## src/rtl/ofm_drain_scheduler_pkg.sv

```systemverilog
// Shared types and sizing helpers for the OFM drain path.
// The PE array and main controller use the same defaults.
package ofm_drain_scheduler_pkg;

  localparam int unsigned SYSTOLIC_SIZE_DEF = 16;
  localparam int unsigned PSUM_WIDTH_DEF    = 16;

  typedef enum logic {
    ST_IDLE  = 1'b0,
    ST_DRAIN = 1'b1
  } state_e;

  function automatic int unsigned ceil_div(input int unsigned num, input int unsigned den);
    return (num + den - 1) / den;
  endfunction

endpackage

```

## src/rtl/ofm_addr_gen.sv

```systemverilog
// Row/tile/filter-group counters and the OFM RAM word-row address.
// The counters step on every array shift; SYSTOLIC_SIZE must be a power of two.
module ofm_addr_gen
  import ofm_drain_scheduler_pkg::*;
#(
  parameter int unsigned SYSTOLIC_SIZE = SYSTOLIC_SIZE_DEF,
  parameter int unsigned NO_FILTER     = 16,
  parameter int unsigned OFM_PIXELS    = 10765,
  parameter int unsigned ADDR_WIDTH    = 18
) (
  input  logic                  i_clk,
  input  logic                  i_rst,
  input  logic                  i_clr,
  input  logic                  i_adv,
  output logic [ADDR_WIDTH-1:0] o_addr,
  output logic                  o_row_real,
  output logic                  o_last_row,
  output logic                  o_last_tile_of_layer
);

  localparam int unsigned NO_TILE   = ceil_div(OFM_PIXELS, SYSTOLIC_SIZE);
  localparam int unsigned NO_FGROUP = ceil_div(NO_FILTER, SYSTOLIC_SIZE);
  localparam int unsigned ROW_W     = (SYSTOLIC_SIZE > 1) ? $clog2(SYSTOLIC_SIZE) : 1;
  localparam int unsigned TILE_W    = (NO_TILE > 1) ? $clog2(NO_TILE) : 1;
  localparam int unsigned FG_W      = (NO_FGROUP > 1) ? $clog2(NO_FGROUP) : 1;
  localparam int unsigned PIX_W     = TILE_W + ROW_W;

  logic [ROW_W-1:0]      r_row;
  logic [TILE_W-1:0]     r_tile;
  logic [FG_W-1:0]       r_fgroup;
  logic [ADDR_WIDTH-1:0] r_fgroup_base;

  logic [PIX_W-1:0] w_pix;
  logic             w_last_tile;
  logic             w_last_fg;

  // tile*SYSTOLIC_SIZE + row is a plain bit concatenation
  assign w_pix       = {r_tile, r_row};
  assign w_last_tile = (r_tile == TILE_W'(NO_TILE - 1));
  assign w_last_fg   = (r_fgroup == FG_W'(NO_FGROUP - 1));

  assign o_last_row           = (r_row == ROW_W'(SYSTOLIC_SIZE - 1));
  assign o_last_tile_of_layer = w_last_tile && w_last_fg;
  assign o_row_real           = (32'(w_pix) < 32'(OFM_PIXELS));
  assign o_addr               = r_fgroup_base + ADDR_WIDTH'(w_pix);

  // fgroup*OFM_PIXELS kept as a running base instead of a multiplier
  always_ff @(posedge i_clk) begin
    if (i_rst || i_clr) begin
      r_row         <= '0;
      r_tile        <= '0;
      r_fgroup      <= '0;
      r_fgroup_base <= '0;
    end else if (i_adv) begin
      if (o_last_row) begin
        r_row <= '0;
        if (w_last_tile) begin
          r_tile <= '0;
          if (w_last_fg) begin
            r_fgroup      <= '0;
            r_fgroup_base <= '0;
          end else begin
            r_fgroup      <= r_fgroup + FG_W'(1);
            r_fgroup_base <= r_fgroup_base + ADDR_WIDTH'(OFM_PIXELS);
          end
        end else begin
          r_tile <= r_tile + TILE_W'(1);
        end
      end else begin
        r_row <= r_row + ROW_W'(1);
      end
    end
  end

endmodule

```

## src/rtl/ofm_drain_scheduler.sv

```systemverilog
// Drains finished PE-array partial sums into the OFM RAM one row per cycle,
// with RAM backpressure, padding-row suppression and a one-deep request queue.
module ofm_drain_scheduler
  import ofm_drain_scheduler_pkg::*;
#(
  parameter int unsigned SYSTOLIC_SIZE = SYSTOLIC_SIZE_DEF,
  parameter int unsigned NO_FILTER     = 16,
  parameter int unsigned OFM_PIXELS    = 10765,
  parameter int unsigned PSUM_WIDTH    = PSUM_WIDTH_DEF,
  parameter int unsigned ADDR_WIDTH    = 18
) (
  input  logic                                i_clk,
  input  logic                                i_rst,
  input  logic                                i_start,
  input  logic                                i_drain_start,
  input  logic [SYSTOLIC_SIZE*PSUM_WIDTH-1:0] i_psum_in,
  output logic                                o_shift_out,
  input  logic                                i_wr_ready,
  output logic                                o_wr_valid,
  output logic [ADDR_WIDTH-1:0]               o_wr_addr,
  output logic [SYSTOLIC_SIZE*PSUM_WIDTH-1:0] o_wr_data,
  output logic                                o_busy,
  output logic                                o_tile_done,
  output logic                                o_layer_done,
  output logic                                o_overflow_err
);

  state_e r_state;
  logic   r_pending;
  logic   r_tile_done;
  logic   r_layer_done;
  logic   r_overflow_err;

  logic w_drain;
  logic w_row_real;
  logic w_last_row;
  logic w_last_layer;
  logic w_finish;
  logic w_clr;

  ofm_addr_gen #(
    .SYSTOLIC_SIZE (SYSTOLIC_SIZE),
    .NO_FILTER     (NO_FILTER),
    .OFM_PIXELS    (OFM_PIXELS),
    .ADDR_WIDTH    (ADDR_WIDTH)
  ) u_addr_gen (
    .i_clk                (i_clk),
    .i_rst                (i_rst),
    .i_clr                (w_clr),
    .i_adv                (o_shift_out),
    .o_addr               (o_wr_addr),
    .o_row_real           (w_row_real),
    .o_last_row           (w_last_row),
    .o_last_tile_of_layer (w_last_layer)
  );

  // Padding rows shift freely; real rows wait for the RAM
  assign w_drain     = (r_state == ST_DRAIN);
  assign o_shift_out = w_drain && (i_wr_ready || !w_row_real);
  assign o_wr_valid  = w_drain && w_row_real;
  assign o_wr_data   = o_wr_valid ? i_psum_in : '0;
  assign w_finish    = o_shift_out && w_last_row;
  assign w_clr       = i_start && (r_state == ST_IDLE) && !r_pending;

  assign o_busy         = w_drain || r_pending;
  assign o_tile_done    = r_tile_done;
  assign o_layer_done   = r_layer_done;
  assign o_overflow_err = r_overflow_err;

  always_ff @(posedge i_clk) begin
    if (i_rst) begin
      r_state        <= ST_IDLE;
      r_pending      <= 1'b0;
      r_tile_done    <= 1'b0;
      r_layer_done   <= 1'b0;
      r_overflow_err <= 1'b0;
    end else begin
      r_tile_done  <= 1'b0;
      r_layer_done <= 1'b0;
      case (r_state)
        ST_IDLE: begin
          if (i_drain_start || r_pending) begin
            r_state   <= ST_DRAIN;
            r_pending <= r_pending && i_drain_start;
          end
        end
        ST_DRAIN: begin
          if (w_finish) begin
            // A queued or same-cycle request chains straight into the next tile
            r_tile_done  <= 1'b1;
            r_layer_done <= w_last_layer;
            if (!(r_pending || i_drain_start)) begin
              r_state <= ST_IDLE;
            end
            r_pending <= r_pending && i_drain_start;
          end else if (i_drain_start) begin
            if (r_pending) begin
              r_overflow_err <= 1'b1;
            end else begin
              r_pending <= 1'b1;
            end
          end
        end
        default: r_state <= ST_IDLE;
      endcase
    end
  end

endmodule

```

## config.mk

```make
export PLATFORM = sky130hd
export DESIGN_NAME = ofm_drain_scheduler
export DESIGN_NICKNAME = d
export VERILOG_FILES = /design/src/rtl/ofm_drain_scheduler_pkg.sv /design/src/rtl/ofm_addr_gen.sv /design/src/rtl/ofm_drain_scheduler.sv
export SDC_FILE = /design/constraint.sdc
export NUM_CORES = 1
export LEC_CHECK = 0
export ABC_CLOCK_PERIOD_IN_PS = 2300
export CAP_MARGIN = 5
export CORE_AREA = 10 10 201 203
export DETAILED_ROUTE_END_ITERATION = 8
export DIE_AREA = 0 0 211 213
export DONT_BUFFER_PORTS = 1
export PLACE_DENSITY = 0.3
export SYNTH_ARGS = -nofsm -noshare
export SYNTH_HDL_FRONTEND = slang
export SYNTH_SLANG_ARGS = --single-unit
```

## constraint.sdc

```tcl
create_clock -name i_clk -period 2.3 [get_ports i_clk]
set_input_delay 0.115 -clock i_clk [delete_from_list [all_inputs] [get_ports i_clk]]
set_output_delay 0.115 -clock i_clk [all_outputs]
set_load 0.02 [all_outputs]
```

# Word-level counts from Yosys, hierarchy flattened
# Index checks and enable logic that the tools add are counted.
dict set report totals {
  ff_bits 38
  inputBits 261
  out_inout_bits 280
  wordCells 54
}
dict set report classes {
  addsub 5
  magnitude_cmp 1
  n_eq_ne 4
  muxes 13
  bitwise_logic 3
  reduce_logical 19
}
# cell count
set ops {}
lappend ops {{2-to-1 mux 256 bit} 1}
lappend ops {{adder 18 x 14 -> 18 bit} 1}
lappend ops {{adder 18 x 14 -> 18 bit, second input constant} 1}
lappend ops {{2-to-1 mux 18 bit} 1}
lappend ops {{less-than comparator 14 bit, second input constant} 1}
lappend ops {{adder 10 x 1 -> 10 bit, second input constant} 1}
lappend ops {{equality test 10 bit, second input constant} 1}
lappend ops {{2-to-1 mux 10 bit} 1}
lappend ops {{logical AND 1 bit} 7}
lappend ops {{2-to-1 mux 1 bit} 7}
lappend ops {{adder 4 x 1 -> 4 bit, second input constant} 1}
lappend ops {{equality test 4 bit, second input constant} 1}
lappend ops {{logical OR 1 bit} 4}
lappend ops {{2-to-1 mux 4 bit} 1}
lappend ops {{one-hot mux 1 bit (2 select lines)} 2}
lappend ops {{AND reduction 2 bit} 2}
lappend ops {{AND reduction 4 bit} 1}
lappend ops {{!= test 3 x 2 -> 1 bit, second input constant} 1}
lappend ops {{inverter 1 bit} 3}
lappend ops {{AND reduction 3 bit} 1}
lappend ops {{OR reduction 3 bit} 1}
lappend ops {{zero test 1 bit} 2}
lappend ops {{!= test 2 x 1 -> 1 bit, second input constant} 1}
lappend ops {{OR reduction 2 bit} 1}
lappend ops {{adder 1 bit, second input constant} 1}

# Logic depth before layout (Yosys ltp)
dict set report logic_depth {
  depth_word 7
  ltp_mapped 10
  depth_no_buf 7
}

# Hierarchy
# A second synthesis with hierarchy kept.
dict set report unflattened {
  hier_cells 426
  hier_area_um2 2941.6
}
# module instances cells_per_inst area_each_um2 seq_area_each_um2
set by_module_without_submodules {}
lappend by_module_without_submodules {ofm_drain_scheduler 1 337 2135.8 100.1}
lappend by_module_without_submodules {ofm_addr_gen 1 89 805.8 280.3}

# Worst setup path after synthesis
# Ideal clock, no wire load.
dict set report synth_path {
  path_type {reg-to-reg}
  start {register u_addr_gen.r_row[0]}
  end {register u_addr_gen.r_row[3]}
  setup_ps 117
  arrival_ps 2238
  required_ps 2183
  setup_slack_ps -55
  stages_incl_launch_ff 9
  path_buffers 1
  period_less_slack_ps 2355
  cell_sequence {dfxtp_1 > inv_1 > ha_1 > nand4b_1 > a311o_1 > buf_6 > a21oi_2 > nand3_1 > a32o_1}
}
dict set report synth_via {
  elab_chain_cells 4
  word_cells_on_any_way 7
  cone_classes {add/sub (1); order compare (1); eq/ne (1); mux (1); reduce/logical (3)}
}
# item line
set synth_rtl {}
lappend synth_rtl {{from (decl)} ofm_addr_gen.sv:28} ;# logic [ROW_W-1:0] r_row;
lappend synth_rtl {{from (signal assigned)} ofm_addr_gen.sv:70} ;# r_row <= r_row + ROW_W'(1);
lappend synth_rtl {{less-than comparator 14 bit} ofm_addr_gen.sv:44} ;# assign o_row_real = (32'(w_pix) < 32'(OFM_PIXELS));
lappend synth_rtl {{zero test 1 bit} ofm_drain_scheduler.sv:59} ;# assign o_shift_out = w_drain && (i_wr_ready || !w_row_real);
lappend synth_rtl {{logical OR 1 bit} ofm_drain_scheduler.sv:59}
lappend synth_rtl {{logical AND 1 bit} ofm_drain_scheduler.sv:59}
lappend synth_rtl {{via o_shift_out} ofm_drain_scheduler.sv:17} ;# output logic o_shift_out,
# The timed path passes the listed nets, and every way through them passes these cells.
# A chain may end at the register's enable or synchronous reset.

# Worst setup path in the final report
dict set report layout_path {
  start {register u_addr_gen.r_row[1]}
  end {output port o_wr_data[66]}
}
dict set report layout_via {
  elab_chain_cells 3
}
# item line
set layout_rtl {}
lappend layout_rtl {{less-than comparator 14 bit} ofm_addr_gen.sv:44}
lappend layout_rtl {{logical AND 1 bit} ofm_drain_scheduler.sv:60} ;# assign o_wr_valid = w_drain && w_row_real;
lappend layout_rtl {{2-to-1 mux 256 bit} ofm_drain_scheduler.sv:61} ;# assign o_wr_data = o_wr_valid ? i_psum_in : '0;
lappend layout_rtl {{to (decl)} ofm_drain_scheduler.sv:21} ;# output logic [SYSTOLIC_SIZE*PSUM_WIDTH-1:0] o_wr_data,
# No other way between the ends.

==> impl_metrics.yaml <==
timing:
  top_achievable_clock_speed_ghz: 0.4459
  setup_viol: 0
  timing_hold_violations_final: 0
  final-max-slew-violation-count: 0
  fin_crit_sh: 0.9751
  layout_min_cycle_time_ns: 2.243
  final.hold.worst_slack_ns: 0.03284
  timing.setup.tns_ns: 0
  grt_setup_unrepaired: "true"
  post-route-worst-setup-slack_ns: 0.05732
  finClkSkew_ns: 0.002807
finish:
  multi_input_area_um2: 2560
  final_layout_size_suffix_gt1_frac: 0.5330
  reg_area_um2: 382.9
  design.final.nets: 736
  final_cell_area_um2: 4917
  synthToLayoutAreaGrowth_pct: 63.41
  fill_cells: 4139
worst_setup_path:
  worst-path-max-fanout: 7
  critPathCaptureType: "output pin"
  crit_start_category: "flip-flop"
  slowest_stage: "sky130_fd_sc_hd__a311o_2"
  worst_ep_required_time_ns: 2.18
  criticalPathCategory: "reg -> out"
  worst_path_largest_cell_delay_ns: 0.41
  critical_path.cell_chain: "inv_2 > ha_4 > nand4b_1 > a311o_2 > and3_4 > clkbuf_16 > and2_4 > buf_12"
  critical_path_arrival_ns: 2.13
synthesis:
  synth_edf_count: 0
  synth.cell_area_um2: 3009
  yosys_register_bits: 19
  yosysWarnings: 0
  synth_cell_types: 38
  ys.flop_type: "sky130_fd_sc_hd__dfxtp_1"
  async_reset_ff_frac: 0
  synth.yosys.seq_area_share: 0.1264
  synthCells: 414
  postSynthAreaPerCell_um2: 7.268
grt:
  grt_start_max_net_pins: 128
  first_pass_grt_wire_length_mm: 28.40
  first_global_vias: 3159
  grt_overflow_total: 0
  grt_antenna_before_repair: 9
  global_route.usage.total: 0.08495
power:
  power.internal_mw: 1.030
  switching_power_mw: 0.8520
  finalPower_mw: 1.882
  netSwitchingFraction: 0.4526
  leakagePower_nw: 1.980
  max_vdd_drop_uv: 189.1
  pwr-share-seq: 0.182
  total_power_divided_by_cell_area_nw_per_um2: 382.8
  share_clk_of_total_power: 0.195
  comb_power_share: 0.622
job:
  cap_violations: 0
floorplanning:
  start_util: 0.08299
  die_width_um: 211
  die_area_um2: 44940
  design.portCount: 541
  num_rows: 70
  dieHeight_um: 213
  core-area_um2: 36260
outcome:
  outcome: "completed"
place:
  place.gp.congestion: 0.7711
  placement.cell_area_um2: 4154
  dp_slack_ns: 0.2152
  detailed_place_hpwl_mm: 20.15
  io_buffers: 0
routing:
  drt_first_iter_violations: 209
  via_per_inst: 3.583
  ant_nets: 0
  detail_route.wirelength_mm: 25.12
  drtPass1Iterations: 7
  remaining_drc_errors: 0
  dr_total_vias: 3368
  routedWlPerCell_um: 26.73
clocking:
  worst_skew_pair.late_latency_ns: 0.25
  h-tree-depth: 1
  cell_at_the_root_of_the_clock_tree: "sky130_fd_sc_hd__clkbuf_16"
  cts_tree: "built"
  cts.clk_slew.worst_paths_ns: 0.06
  cts_buffer_depth: 2
  cts_inserted_buffers: 3
  clock_sinks: 19
worst_hold_path:
  worstHoldPathType: "in -> reg"
[per-stage QoR]
stage | std cells | util
6_report | 940 | 0.1356
5_1_grt | 939 | 0.1355
4_1_cts | 921 | 0.1177
3_5_place_dp | 916 | 0.1146
3_3_place_gp | 916 | 0.1146
2_1_floorplan | 417 | -
[worst max-delay path: cells and delay by family (launching register included)]
kind                       cells  cell delay [ns]
buffers and inverters          3             0.36
adders and majority gates      1             0.14
DFF                            1             0.33
AOI/OAI and AO/OA              1             0.41
and+or+nand+nor                3             0.62
[flip-flops by register name (all words and copies together), names as in the netlist]
| name | count |
|---|---|
| u_addr_gen.r_row | 4 |
| o_tile_done | 1 |
| r_state | 1 |
| r_pending | 1 |
| o_layer_done | 1 |
| u_addr_gen.r_tile | 10 |
| o_overflow_err | 1 |
[final timing paths]
check | startpoint | cells past startpoint | slack (ns) | end
worst max register to register | u_addr_gen.r_row[1]$_SDFFE_PP0N_ | 8 | 0.23 | o_layer_done$_SDFF_PP0_
worst max-delay path | u_addr_gen.r_row[1]$_SDFFE_PP0N_ | 8 | 0.06 | o_wr_data[66]
worst min register to register | u_addr_gen.r_tile[0]$_SDFFE_PP0P_ | 2 | 0.53 | u_addr_gen.r_tile[0]$_SDFFE_PP0P_
worst min-delay path | i_drain_start | 2 | 0.03 | r_pending$_SDFFE_PP0P_
[placed cells by master, fill, tap and decap left out, types with 2 or more instances in the layout]
cell type,n
sky130_fd_sc_hd__and2_1,112
sky130_fd_sc_hd__and2_2,77
sky130_fd_sc_hd__and2_4,68
sky130_fd_sc_hd__buf_12,31
sky130_fd_sc_hd__buf_4,21
sky130_fd_sc_hd__buf_6,20
sky130_fd_sc_hd__dfxtp_1,17
sky130_fd_sc_hd__nor2_1,13
sky130_fd_sc_hd__clkbuf_16,11
sky130_fd_sc_hd__nand2_1,10
sky130_fd_sc_hd__a21oi_1,8
sky130_fd_sc_hd__inv_1,5
sky130_fd_sc_hd__xnor2_1,5
sky130_fd_sc_hd__inv_2,4
sky130_fd_sc_hd__nor3_1,4
sky130_fd_sc_hd__a21o_1,4
sky130_fd_sc_hd__nand3_1,4
sky130_fd_sc_hd__conb_1,4
sky130_fd_sc_hd__diode_2,3
sky130_fd_sc_hd__and3_4,3
sky130_fd_sc_hd__and3_1,3
sky130_fd_sc_hd__o22ai_1,3
sky130_fd_sc_hd__nor2b_1,3
sky130_fd_sc_hd__a22o_1,3
sky130_fd_sc_hd__ha_1,3
sky130_fd_sc_hd__nand4b_1,2
sky130_fd_sc_hd__a21oi_2,2
sky130_fd_sc_hd__nand4_1,2
sky130_fd_sc_hd__a2111oi_2,2
sky130_fd_sc_hd__mux2i_1,2
sky130_fd_sc_hd__buf_16,2
sky130_fd_sc_hd__dfxtp_2,2
[power groups by stage]
stage          combinational [mW]  sequential (mW)  clock [mW]
6_report                     1.17            0.343       0.367
5_1_grt                      1.23            0.344       0.387
4_1_cts                     0.975            0.341       0.375
3_5_place_dp                0.959            0.348           0
3_3_place_gp                0.962            0.349           0
2_1_floorplan               0.729            0.347           0
[cell families after synthesis]
| logic type | share of synthesized area |
|---|---|
| XOR/XNOR | 0.01455 |
| adder cells (fa/ha/maj) | 0.02079 |
| AND/OR/NAND/NOR | 0.6212 |
| buffers and inverters | 0.1322 |
| flip-flops | 0.1264 |
| multiplexers | 0.006653 |
| AO/OA/AOI/OAI | 0.07693 |
| other | 0.001246 |
[cell type report]
type                       count  share of cell area
multi-input combinational    354              0.5206
timing repair buffer          83              0.2580
tap                          468              0.1191
sequential                    19             0.07786
clock buffer                   4             0.01603
inverter                       9            0.006870
antenna                        3            0.001527
[synth_stat cells (5+ instances only)]
library cell	number	share of area
sky130_fd_sc_hd__inv_1	9	0.011
sky130_fd_sc_hd__nor2_1	13	0.016
sky130_fd_sc_hd__clkbuf_1	5	0.0062
sky130_fd_sc_hd__dfxtp_1	19	0.13
sky130_fd_sc_hd__buf_6	28	0.10
sky130_fd_sc_hd__ha_1	5	0.021
sky130_fd_sc_hd__and2_1	257	0.53
sky130_fd_sc_hd__a21oi_1	8	0.013
sky130_fd_sc_hd__nand2_1	10	0.012
sky130_fd_sc_hd__xnor2_1	5	0.015
[what timing repair did]
item	4_1_cts	5_1_grt
setup endpoints to repair	28	235
pin swaps	0	25
hold endpoints to repair	4	0
cloned	0	15
setup buffers	0	1
resized for setup	10	193
hold buffers	1	0
[layer usage]
layer  global-route usage  up-vias  part of all wire
li1                     -     1403                 -
met1              0.09074     1630              0.36
met2               0.1474      297              0.50
met3              0.04531       28              0.13
met4              0.01374       10             0.010
met5                    0        -            0.0022
(Power assumes the default switching activity.)
